## config.mk

```make
export PLATFORM = sky130hd
export DESIGN_NAME = ifetch_sequencer_flat
export DESIGN_NICKNAME = d
export VERILOG_FILES = /design/src/rtl/ifetch_sequencer_if.sv /design/src/rtl/ifetch_sequencer.sv /design/src/flat_wrapper.sv
export SDC_FILE = /design/constraint.sdc
export NUM_CORES = 1
export LEC_CHECK = 0
export CORE_ASPECT_RATIO = 1.1
export CORE_MARGIN = 3
export CORE_UTILIZATION = 48
export CTS_CLUSTER_DIAMETER = 40
export DETAILED_ROUTE_END_ITERATION = 12
export PLACE_DENSITY = 0.85
export SYNTH_ARGS = -nofsm -noshare
export SYNTH_HDL_FRONTEND = slang
export SYNTH_SLANG_ARGS = --single-unit
```

## constraint.sdc

```tcl
create_clock -name clk -period 4.05 [get_ports clk]
set_input_delay 0.81 -clock clk [delete_from_list [all_inputs] [get_ports clk]]
set_output_delay 0.81 -clock clk [all_outputs]
set_load 0.01 [all_outputs]
```

## src/rtl/ifetch_sequencer_if.sv

```systemverilog
// Instruction-memory port bundle: the sequencer is the master (address/write side),
// the memory is the slave (combinational read data).
interface ifetch_sequencer_if;
    logic [31:0] imem_addr;
    logic        imem_we;
    logic [31:0] imem_wdata;
    logic [31:0] imem_rdata;

    modport master (output imem_addr, output imem_we, output imem_wdata, input imem_rdata);
    modport slave  (input imem_addr, input imem_we, input imem_wdata, output imem_rdata);
endinterface

```

## src/rtl/ifetch_sequencer.sv

```systemverilog
// Instruction-fetch controller: boot-time program load into instruction memory,
// then one fetch per cycle into IF/ID with stall, redirect, halt and fault handling.
module ifetch_sequencer #(
    parameter logic [31:0] RESET_PC    = 32'h0000_0000,
    parameter int unsigned DEPTH_WORDS = 1024,
    parameter logic [31:0] HALT_INSTR  = 32'h0000_000C
) (
    input  logic                       clk,
    input  logic                       rst,
    input  logic                       i_load_valid,
    input  logic [9:0]                 i_load_addr,
    input  logic [31:0]                i_load_data,
    output logic                       o_load_ready,
    input  logic                       i_boot_done,
    input  logic                       i_stall,
    input  logic                       i_redirect_valid,
    input  logic [31:0]                i_redirect_pc,
    ifetch_sequencer_if.master         imem,
    output logic                       o_if_valid,
    output logic [31:0]                o_if_pc,
    output logic [31:0]                o_if_instr,
    output logic                       o_halted,
    output logic                       o_fault,
    output logic [31:0]                o_fetch_count
);

    typedef enum logic [1:0] {
        S_LOAD = 2'd0,
        S_RUN  = 2'd1,
        S_HALT = 2'd2
    } state_t;

    state_t      r_state, w_state_nxt;
    logic [31:0] r_pc, w_pc_nxt;
    logic        r_if_valid, w_if_valid_nxt;
    logic [31:0] r_if_pc, w_if_pc_nxt;
    logic [31:0] r_if_instr, w_if_instr_nxt;
    logic        r_fault, w_fault_nxt;
    logic [31:0] r_fetch_count, w_fetch_count_nxt;

    logic [31:0] w_pc_plus4;
    logic        w_redirect_bad;
    logic        w_next_oob;
    logic [31:0] w_count_inc;

    assign w_pc_plus4     = r_pc + 32'd4;
    assign w_redirect_bad = (i_redirect_pc[1:0] != 2'b00) || ((i_redirect_pc >> 2) >= DEPTH_WORDS);
    assign w_next_oob     = (w_pc_plus4 >> 2) >= DEPTH_WORDS;
    assign w_count_inc    = (r_fetch_count == 32'hFFFF_FFFF) ? r_fetch_count : r_fetch_count + 32'd1;

    // State and IF/ID register update
    always_ff @(posedge clk) begin
        if (rst) begin
            r_state       <= S_LOAD;
            r_pc          <= RESET_PC;
            r_if_valid    <= 1'b0;
            r_if_pc       <= 32'd0;
            r_if_instr    <= 32'd0;
            r_fault       <= 1'b0;
            r_fetch_count <= 32'd0;
        end else begin
            r_state       <= w_state_nxt;
            r_pc          <= w_pc_nxt;
            r_if_valid    <= w_if_valid_nxt;
            r_if_pc       <= w_if_pc_nxt;
            r_if_instr    <= w_if_instr_nxt;
            r_fault       <= w_fault_nxt;
            r_fetch_count <= w_fetch_count_nxt;
        end
    end

    // Next-state, fetch sequencing and memory-port drive
    always_comb begin
        w_state_nxt       = r_state;
        w_pc_nxt          = r_pc;
        w_if_valid_nxt    = r_if_valid;
        w_if_pc_nxt       = r_if_pc;
        w_if_instr_nxt    = r_if_instr;
        w_fault_nxt       = r_fault;
        w_fetch_count_nxt = r_fetch_count;
        imem.imem_addr    = 32'd0;
        imem.imem_we      = 1'b0;
        imem.imem_wdata   = 32'd0;

        case (r_state)
            S_LOAD: begin
                if (i_load_valid) begin
                    imem.imem_we    = 1'b1;
                    imem.imem_addr  = {20'd0, i_load_addr, 2'b00};
                    imem.imem_wdata = i_load_data;
                end else begin
                    imem.imem_we    = 1'b0;
                end
                if (i_boot_done) begin
                    w_state_nxt = S_RUN;
                    w_pc_nxt    = RESET_PC;
                end else begin
                    w_state_nxt = S_LOAD;
                end
            end
            S_RUN: begin
                imem.imem_addr = r_pc;
                // Redirect flushes the wrong-path slot even while the hazard unit stalls
                if (i_redirect_valid) begin
                    w_pc_nxt       = i_redirect_pc;
                    w_if_valid_nxt = 1'b0;
                    if (w_redirect_bad) begin
                        w_fault_nxt = 1'b1;
                        w_state_nxt = S_HALT;
                    end else begin
                        w_state_nxt = S_RUN;
                    end
                end else if (i_stall) begin
                    w_pc_nxt = r_pc;
                end else begin
                    w_if_instr_nxt    = imem.imem_rdata;
                    w_if_pc_nxt       = r_pc;
                    w_if_valid_nxt    = 1'b1;
                    w_pc_nxt          = w_pc_plus4;
                    w_fetch_count_nxt = w_count_inc;
                    if (w_next_oob) begin
                        w_fault_nxt = 1'b1;
                        w_state_nxt = S_HALT;
                    end else if (imem.imem_rdata == HALT_INSTR) begin
                        w_state_nxt = S_HALT;
                    end else begin
                        w_state_nxt = S_RUN;
                    end
                end
            end
            S_HALT: begin
                imem.imem_addr = r_pc;
                if (!i_stall) begin
                    w_if_valid_nxt = 1'b0;
                end else begin
                    w_if_valid_nxt = r_if_valid;
                end
            end
            default: begin
                w_state_nxt = S_HALT;
            end
        endcase
    end

    assign o_load_ready  = (r_state == S_LOAD);
    assign o_halted      = (r_state == S_HALT);
    assign o_if_valid    = r_if_valid;
    assign o_if_pc       = r_if_pc;
    assign o_if_instr    = r_if_instr;
    assign o_fault       = r_fault;
    assign o_fetch_count = r_fetch_count;

endmodule

```

## src/flat_wrapper.sv

```systemverilog
// flat-port wrapper written by rule: the top's interface ports become plain ports
module ifetch_sequencer_flat 
#(
    parameter logic [31:0] RESET_PC    = 32'h0000_0000,
    parameter int unsigned DEPTH_WORDS = 1024,
    parameter logic [31:0] HALT_INSTR  = 32'h0000_000C
)
  (clk, rst, i_load_valid, i_load_addr, i_load_data, o_load_ready, i_boot_done, i_stall, i_redirect_valid, i_redirect_pc, o_if_valid, o_if_pc, o_if_instr, o_halted, o_fault, o_fetch_count, imem_imem_addr, imem_imem_we, imem_imem_wdata, imem_imem_rdata);
  ifetch_sequencer_if imem_i ();
  input  logic clk;
  input  logic rst;
  input  logic i_load_valid;
  input  logic [9:0] i_load_addr;
  input  logic [31:0] i_load_data;
  output logic o_load_ready;
  input  logic i_boot_done;
  input  logic i_stall;
  input  logic i_redirect_valid;
  input  logic [31:0] i_redirect_pc;
  output logic o_if_valid;
  output logic [31:0] o_if_pc;
  output logic [31:0] o_if_instr;
  output logic o_halted;
  output logic o_fault;
  output logic [31:0] o_fetch_count;
  output wire logic [$bits(imem_i.imem_addr)-1:0] imem_imem_addr;
  output wire logic [$bits(imem_i.imem_we)-1:0] imem_imem_we;
  output wire logic [$bits(imem_i.imem_wdata)-1:0] imem_imem_wdata;
  input wire logic [$bits(imem_i.imem_rdata)-1:0] imem_imem_rdata;
  assign imem_imem_addr = imem_i.imem_addr;
  assign imem_imem_we = imem_i.imem_we;
  assign imem_imem_wdata = imem_i.imem_wdata;
  assign imem_i.imem_rdata = imem_imem_rdata;
  ifetch_sequencer #(.RESET_PC(RESET_PC), .DEPTH_WORDS(DEPTH_WORDS), .HALT_INSTR(HALT_INSTR)) u_core (.clk(clk), .rst(rst), .i_load_valid(i_load_valid), .i_load_addr(i_load_addr), .i_load_data(i_load_data), .o_load_ready(o_load_ready), .i_boot_done(i_boot_done), .i_stall(i_stall), .i_redirect_valid(i_redirect_valid), .i_redirect_pc(i_redirect_pc), .imem(imem_i), .o_if_valid(o_if_valid), .o_if_pc(o_if_pc), .o_if_instr(o_if_instr), .o_halted(o_halted), .o_fault(o_fault), .o_fetch_count(o_fetch_count));
endmodule
```

==> flow_summary.yaml, run 1 <==
drt:
  wl_met2_um: 11800
  drt_pass1_iterations: 5
  vias: 7566
  drc: 0
  wl_met3_um: 2320
  topRoutingLayerUsed: "met4"
  wl_met1_um: 9550
  routed_wl_um: 24200
  ant_nets: 0
  drtIter0Drc: 661
  wl_per_cell_um: 17.8
  viasPerCell: 5.57
logic_synthesis:
  yosysMostFrequentCell: "nand2_1"
  seq_area_frac_synth_pct: 37.8
  synth_top_area_cell: "dfxtp_1"
  syn_area_um2: 6990
  synthDistinctLibCells: 56
  synth_top_area_share_pct: 37.8
  syn_nets: 1047
  synthTopCellsByArea: "dfxtp_1 (38%), nand2_1 (9.8%), a21oi_1 (6.0%)"
  synth.avg_cell_area_um2: 7.53
  synthTopCellsByCount: "nand2_1 (182), dfxtp_1 (132), nor2_1 (90)"
  syn_inst: 929
  yosys_warnings: 0
  synth_ff_type: "dfxtp_1"
  synth_seq_cells: 132
  ys_async_sr_fraction_pct: 0
  synth_edf_count: 0
sta:
  setup_viol: 0
  fmax_mhz: 288
  rsz0062_at_grt: "no"
  slew_headroom_pct: 41.3
  worst_pin_slew_ns: 0.881
  final_max_slew_viol_count: 0
  period_share_pct: 85.8
  hold_viol: 0
  finalSetupTns_ns: 0
  fin_skew_ns: 0.00473
  min_period_ns: 3.47
global_route:
  grt_max_degree: 82
  grt_pass1_wl_um: 37900
  grt_use_total_pct: 29.4
  antenna_found_initial: 0
  grt_remaining_overflow: 0
  grt_pass1_vias: 7004
final_layout:
  fillerInstances: 1097
  diodes: 0
  stdcell_count: 1358
  syn_to_final_growth_pct: 47.8
  fin_nets: 1276
  design_area_um2: 10300
  layout-drive-gt1-share_pct: 5.30
critical_path:
  cp_top_family: "buffers and inverters"
  crit_type: "reg2out"
  worst_ep_required_time_ns: 3.24
  cp.arrival_ns: 2.66
  path_buf_inv: 3
  startpoint_type: "flop"
  path_cells: "inv_1 -> ha_1 -> buf_4 -> and2_1 -> clkdlybuf4s50_1"
  crit_fanout: 24
  critPathSlowestCell: "ha_1"
  end_kind: "output pin"
  slowest_delay_ns: 0.78
placed_design:
  place_hpwl_um: 17300
  dpl_cell_area_um2: 9760
  gp_congestion: 0.907
  dpl.cell_count: 1327
  portBuffers: 276
clocking:
  cts_setup_buffers: 0
  clockRootBuffer: "clkbuf_16"
  cts_max_path_buffers: 2
  hold_buffers: 0
  htree_levels: 4
  cts_tree: "yes"
  cts_buffers: 17
  clkSlewWorstSetupHoldPaths_ns: 0.06
  ctsResizeCount: 0
  clock_sinks: 132
  clock_latency_ns: 0.41
die:
  die_w_um: 121
  core-area_um2: 14000
  die_h_um: 133
  start_util_pct: 49.9
  die_area_um2: 16100
  rows: 45
  ios: 277
power_and_ir_drop:
  pwr-share-clk_pct: 37.1
  intPower_mw: 2.79
  power_frac_comb_pct: 28.2
  p_leak_nw: 3.71
  p_seq_share_pct: 34.8
  power.density_nw_per_um2: 388
  power_mw: 4.01
  swShare_pct: 30.4
  peakVddDrop_v: 0.000296
  switchingPower_mw: 1.22
worst_hold_path:
  hold_path_class: "reg2reg"
run:
  maxCapViolCount: 0
run_status:
  status: "complete, no violations"
-- final cells by class --
cell class	count	area (um^2)	area share, %
multi-input combinational	708	4000	38.7
timing repair buffer	289	2850	27.6
sequential	132	2640	25.6
clock buffer	22	464	4.49
tap	188	235	2.28
clock inverter	9	105	1.02
inverter	10	37.5	0.363
-- final timing paths --
kind | from | endpoint | slack, ns | depth (start not counted)
worst max register to register | u_core.r_pc[2]$_SDFFE_PP0P_ | u_core.r_state[1]$_SDFFE_PP0P_ | 0.97 | 8
worst max-delay path | u_core.r_state[1]$_SDFFE_PP0P_ | imem_imem_addr[14] | 0.58 | 5
worst min-delay path | u_core.o_if_pc[6]$_SDFFE_PP0P_ | u_core.o_if_pc[6]$_SDFFE_PP0P_ | 0.45 | 2
worst min register to register | u_core.o_if_pc[6]$_SDFFE_PP0P_ | u_core.o_if_pc[6]$_SDFFE_PP0P_ | 0.45 | 2
-- per-layer routing --
layer / global-route usage, % / vias to the layer above
met5: 0 / -
li1: - / 3693
met4: 9.19 / 0
met1: 37.0 / 3497
met3: 8.68 / 40
met2: 48.2 / 336
-- sequential cells by signal, summed over array words and instances (netlist names) --
| signal | flops |
|---|---|
| u_core.o_fetch_count | 32 |
| u_core.o_if_instr | 32 |
| u_core.o_if_pc | 32 |
| u_core.r_pc | 32 |
| u_core.r_state | 2 |
| u_core.o_fault | 1 |
| u_core.o_if_valid | 1 |
-- cell usage in the layout, fill, tap and decap left out, drive strengths merged, types with 4 or more instances in the layout --
| cell | count |
|---|---|
| mux2i | 4 |
| nor2 | 91 |
| clkdlybuf4s50 | 274 |
| a22oi | 36 |
| or2 | 5 |
| a21o | 7 |
| nand2 | 182 |
| a22o | 7 |
| o21ai | 25 |
| o31ai | 10 |
| clkinv | 6 |
| nor3 | 11 |
| nor4b | 4 |
| and2 | 28 |
| a31oi | 6 |
| or3 | 9 |
| or4 | 4 |
| buf | 15 |
| o211ai | 4 |
| dfxtp | 132 |
| xnor2 | 17 |
| nand2b | 5 |
| clkbuf | 22 |
| inv | 10 |
| a21oi | 84 |
| nand4 | 25 |
| xor2 | 25 |
| and3 | 45 |
| nor4 | 13 |
| nand3 | 21 |
| and4 | 7 |
| ha | 6 |
-- worst register-to-register path: stages, from the launching register on --
cell and delay, ns:
dfxtp_1 0.53, ha_1 0.35, nand3_1 0.34, nor3_1 0.40
a31oi_1 0.17, nor4b_1 0.40, o2111ai_1 0.28, o311ai_1 0.33
a21oi_1 0.12
-- power by group through the flow --
| stage | Clock (mW) | Sequential [mW] | Combinational (mW) |
|---|---|---|---|
| finish | 1.49 | 1.40 | 1.13 |
| detailed placement | 0 | 1.42 | 1.11 |
| floorplan | 0 | 1.41 | 0.595 |
| CTS | 1.50 | 1.39 | 1.12 |
| global placement | 0 | 1.42 | 1.10 |
| global route | 1.55 | 1.40 | 1.22 |
-- stage by stage --
| stage | setup slack [ns] | hold slack [ns] | util [%] |
|---|---|---|---|
| floorplan | 1.59 | 0.441 | - |
| global placement | 0.836 | 0.439 | 69.6 |
| finish | 0.577 | 0.451 | 73.7 |
| detailed placement | 0.799 | 0.446 | 69.6 |
| CTS | 0.555 | 0.453 | 73.7 |
| global route | 0.392 | 0.466 | 73.7 |
-- cell families (layout without fill, tap and decap cells) --
group,Yosys count,count (layout),synth area share [%]
AOI/OAI and AO/OA,197,197,17.5
xor gates and xnor gates,42,42,5.26
adders and majority gates,6,6,1.07
buffers and inverters,89,330,5.19
DFF,132,132,37.8
muxes,6,6,0.895
and+or+nand+nor,457,457,32.3
Note: power is estimated with default switching activity, not from simulation.
==> run 2: changes to the inputs <==
- CAP_MARGIN: default -> 10
- clock period: 4.05 -> 4.3 ns (I/O delays scaled with it)
==> flow_summary.yaml, run 2 (synthesis gave the netlist of run 1 again) <==
power_and_ir_drop:
  power_frac_comb_pct: 26.9
  swShare_pct: 30.1
  p_leak_nw: 3.71
  peakVddDrop_v: 0.000252
  power.density_nw_per_um2: 378
  intPower_mw: 2.75
  pwr-share-clk_pct: 39.6
  p_seq_share_pct: 33.5
  switchingPower_mw: 1.18
global_route:
  grt_pass1_wl_um: 38300
  grt_remaining_overflow: 0
  antenna_found_initial: 0
  grt_max_degree: 93
  grt_use_total_pct: 29.6
  grt_pass1_vias: 7239
drt:
  drt_pass1_iterations: 7
  ant_nets: 0
  viasPerCell: 5.67
  routed_wl_um: 24400
  drc: 0
  vias: 7689
  drtIter0Drc: 733
  wl_per_cell_um: 18.0
final_layout:
  final_common_cell: "clkdlybuf4s50_1"
  final_cell_mix: "clkdlybuf4s50_1 (274), nand2_1 (181), dfxtp_1 (132)"
  diodes: 0
  stdcell_count: 1356
  fin_util_pct: 74.0
  design_area_um2: 10400
  layout-drive-gt1-share_pct: 5.22
  fin_nets: 1273
  syn_to_final_growth_pct: 48.4
sta:
  fin_skew_ns: 0.00486
  finalSetupTns_ns: 0
  final_max_slew_viol_count: 0
  fmax_mhz: 276
  setup_viol: 0
  worst_pin_slew_ns: 1.02
  rsz0062_at_grt: "no"
  hold_viol: 0
  period_share_pct: 84.2
  min_period_ns: 3.62
  slew_headroom_pct: 31.3
critical_path:
  cp.arrival_ns: 2.76
  worst_ep_required_time_ns: 3.44
  crit_fanout: 32
  crit_type: "reg2out"
  startpoint_type: "flop"
  end_kind: "output pin"
clocking:
  clock_sinks: 132
  cts_buffers: 17
  clockRootBuffer: "clkbuf_16"
  ctsResizeCount: 0
  htree_levels: 4
  cts_tree: "yes"
  cts_setup_buffers: 0
  clock_latency_ns: 0.42
  clkSlewWorstSetupHoldPaths_ns: 0.06
  hold_buffers: 0
  cts_max_path_buffers: 2
placed_design:
  dpl.cell_count: 1324
  gp_congestion: 0.911
  portBuffers: 276
  dpl_cell_area_um2: 9740
  place_hpwl_um: 17200
worst_hold_path:
  hold_path_class: "reg2reg"
die:
  die_w_um: 121
  ios: 277
  die_area_um2: 16100
  start_util_pct: 49.9
  die_h_um: 133
  rows: 45
  core-area_um2: 14000
run:
  maxCapViolCount: 0
run_status:
  status: "complete, no violations"
run 2: stage by stage:
stage          total power [mW]  hold WS, ns  worst slack (ns)
6_report                   3.93        0.452             0.679
5_1_grt                    4.08        0.470             0.469
4_1_cts                    3.93        0.454             0.688
3_5_place_dp               2.37        0.446             0.941
3_3_place_gp               2.36        0.439             0.981
2_1_floorplan              1.88        0.441              1.80
run 2: per-layer routing:
| layer | global-route usage (%) | routed length (um) | up-vias |
|---|---|---|---|
| li1 | - | - | 3695 |
| met1 | 36.8 | 9910 | 3633 |
| met2 | 48.7 | 11800 | 308 |
| met3 | 8.89 | 2020 | 53 |
| met4 | 10.3 | 697 | 0 |
| met5 | 0 | 0 | - |
run 2: final timing paths:
kind	from	to	slack [ns]	cells after the start
min reg2reg	u_core.o_if_instr[13]$_SDFFE_PP0P_	u_core.o_if_instr[13]$_SDFFE_PP0P_	0.45	2
max	u_core.r_state[1]$_SDFFE_PP0P_	imem_imem_addr[2]	0.68	5
min	u_core.o_if_instr[13]$_SDFFE_PP0P_	u_core.o_if_instr[13]$_SDFFE_PP0P_	0.45	2
max reg2reg	u_core.r_pc[2]$_SDFFE_PP0P_	u_core.r_state[1]$_SDFFE_PP0P_	1.16	8
run 2: area by class of cell:
cell class                 instances  area [um^2]
clock inverter                    11          175
inverter                          10         37.5
multi-input combinational        708         4000
sequential                       132         2640
fill                            1105         3640
tap                              188          235
timing repair buffer             286         2830
clock buffer                      21          460
run 2: power groups by stage:
stage | combinational, mW | sequential [mW] | clock, mW
final | 1.06 | 1.31 | 1.56
after detailed placement | 1.04 | 1.34 | 0
after CTS | 1.05 | 1.31 | 1.56
after floorplan | 0.561 | 1.32 | 0
after global routing | 1.15 | 1.32 | 1.61
after global placement | 1.03 | 1.34 | 0
run 2: critical path, cell delays in order, from the launching register on:
cell	delay, ns
dfxtp_1	0.40
inv_1	0.08
ha_1	0.95
a22oi_1	0.23
nor2_1	0.12
clkdlybuf4s50_1	0.54
==> run 3: changes to the inputs <==
- CORE_UTILIZATION: 48 -> 44
- PLACE_DENSITY: 0.85 -> 0.79
- clock period: 4.3 -> 3.55 ns (I/O delays scaled with it)
==> flow_summary.yaml, run 3 (synthesis gave the netlist of run 1 again) <==
critical_path:
  r2r_slack_ns: 0.69
  reg2reg_depth: 7
  cp.arrival_ns: 2.45
  end_kind: "output pin"
  startpoint_type: "flop"
  crit_type: "reg2out"
  r2r_end: "u_core.r_state[1]$_SDFFE_PP0P_"
  crit_fanout: 21
  reg2reg_from: "u_core.r_pc[5]$_SDFFE_PP0P_"
  worst_ep_required_time_ns: 2.84
die:
  die_area_um2: 17400
  start_util_pct: 45.7
  core-area_um2: 15300
  rows: 47
  die_w_um: 126
  ios: 277
  die_h_um: 138
global_route:
  grt_max_degree: 84
  grt_use_total_pct: 26.8
  grt_pass1_wl_um: 38200
  grt_remaining_overflow: 0
  antenna_found_initial: 0
  grt_pass1_vias: 6903
sta:
  finalSetupTns_ns: 0
  rsz0062_at_grt: "no"
  worst_pin_slew_ns: 0.914
  fin_skew_ns: 0.00696
  fmax_mhz: 316
  hold_viol: 0
  min_period_ns: 3.16
  setup_viol: 0
  period_share_pct: 89.1
  slew_headroom_pct: 39.0
  final_max_slew_viol_count: 0
clocking:
  hold_buffers: 0
  clkSlewWorstSetupHoldPaths_ns: 0.06
  cts_setup_buffers: 0
  clock_sinks: 132
  cts_max_path_buffers: 2
  ctsResizeCount: 0
  clockRootBuffer: "clkbuf_16"
  cts_tree: "yes"
  cts_buffers: 17
  clock_latency_ns: 0.42
  htree_levels: 4
final_layout:
  final_common_cell: "clkdlybuf4s50_1"
  syn_to_final_growth_pct: 48.8
  diodes: 0
  layout-drive-gt1-share_pct: 6.04
  fillerInstances: 1302
  final_cell_mix: "clkdlybuf4s50_1 (274), nand2_1 (181), dfxtp_1 (132)"
  fin_nets: 1282
  design_area_um2: 10400
drt:
  drc: 0
  wl_per_cell_um: 17.8
  drtIter0Drc: 719
  routed_wl_um: 24400
  viasPerCell: 5.54
  drt_pass1_iterations: 5
  ant_nets: 0
  vias: 7603
placed_design:
  gp_congestion: 0.892
  place_hpwl_um: 17500
  portBuffers: 276
  dpl_cell_area_um2: 9830
power_and_ir_drop:
  p_seq_share_pct: 34.4
  switchingPower_mw: 1.44
  swShare_pct: 31.1
  power_frac_comb_pct: 28.4
  pwr-share-clk_pct: 37.2
  intPower_mw: 3.18
  p_leak_nw: 3.73
  power.density_nw_per_um2: 443
  peakVddDrop_v: 0.000316
worst_hold_path:
  hold_path_class: "reg2reg"
  hold_depth: 2
  hp-start: "u_core.o_if_instr[4]$_SDFFE_PP0P_"
  whs_endpoint: "u_core.o_if_instr[4]$_SDFFE_PP0P_"
run:
  maxCapViolCount: 0
run_status:
  status: "complete, no violations"
[run 3: worst max-delay path by stage]
stage                                              start                        endpoint  slack, ns  depth (start not counted)
after floorplan              u_core.r_pc[2]$_SDFFE_PP0P_  u_core.r_state[1]$_SDFFE_PP0P_       1.09                          8
after global placement                      i_load_valid              imem_imem_addr[11]       0.50                          5
after detailed placement                    i_load_valid               imem_imem_addr[3]       0.48                          5
after CTS                 u_core.r_state[1]$_SDFFE_PP0P_               imem_imem_addr[3]       0.40                          6
after global routing      u_core.r_state[0]$_SDFFE_PP0P_               imem_imem_addr[8]       0.24                          6
final                     u_core.r_state[1]$_SDFFE_PP0P_               imem_imem_addr[3]       0.39                          6
[run 3: layout make-up]
class                      instances  area (um^2)  share of cell area (%)
clock inverter                    13          135                    1.30
inverter                          10         37.5                   0.361
sequential                       132         2640                    25.4
timing repair buffer             295         2910                    28.0
multi-input combinational        708         4000                    38.4
clock buffer                      18          439                    4.22
tap                              196          245                    2.36
[run 3: through the flow]
stage | power, mW | hold slack (ns) | worst slack (ns) | cells | utilization, %
2_1_floorplan | 2.28 | 0.441 | 1.09 | 929 | -
3_3_place_gp | 2.89 | 0.440 | 0.503 | 1341 | 64.3
3_5_place_dp | 2.90 | 0.444 | 0.477 | 1341 | 64.3
4_1_cts | 4.62 | 0.453 | 0.404 | 1372 | 68.1
5_1_grt | 4.82 | 0.465 | 0.240 | 1372 | 68.1
6_report | 4.61 | 0.450 | 0.389 | 1372 | 68.1
[run 3: worst max-delay path, cell delays in order (launching register included)]
cell and delay (ns):
dfxtp_1 0.39, inv_1 0.08, ha_1 0.47, buf_4 0.31, a22oi_1 0.13, nor2_1 0.11, clkdlybuf4s50_1 0.54
[run 3: routing by layer]
metal  track usage (%)  wire length (um)
met1              34.8             10300
met2              44.2             11800
met3              7.48              1900
met4              6.89               372
met5                 0                 0
[run 3: power by group through the flow]
stage,clock network [mW],logic [mW],registers [mW]
final,1.72,1.31,1.59
after global routing,1.81,1.41,1.59
after CTS,1.74,1.30,1.58
after detailed placement,0,1.29,1.62
after global placement,0,1.27,1.61
after floorplan,0,0.679,1.60
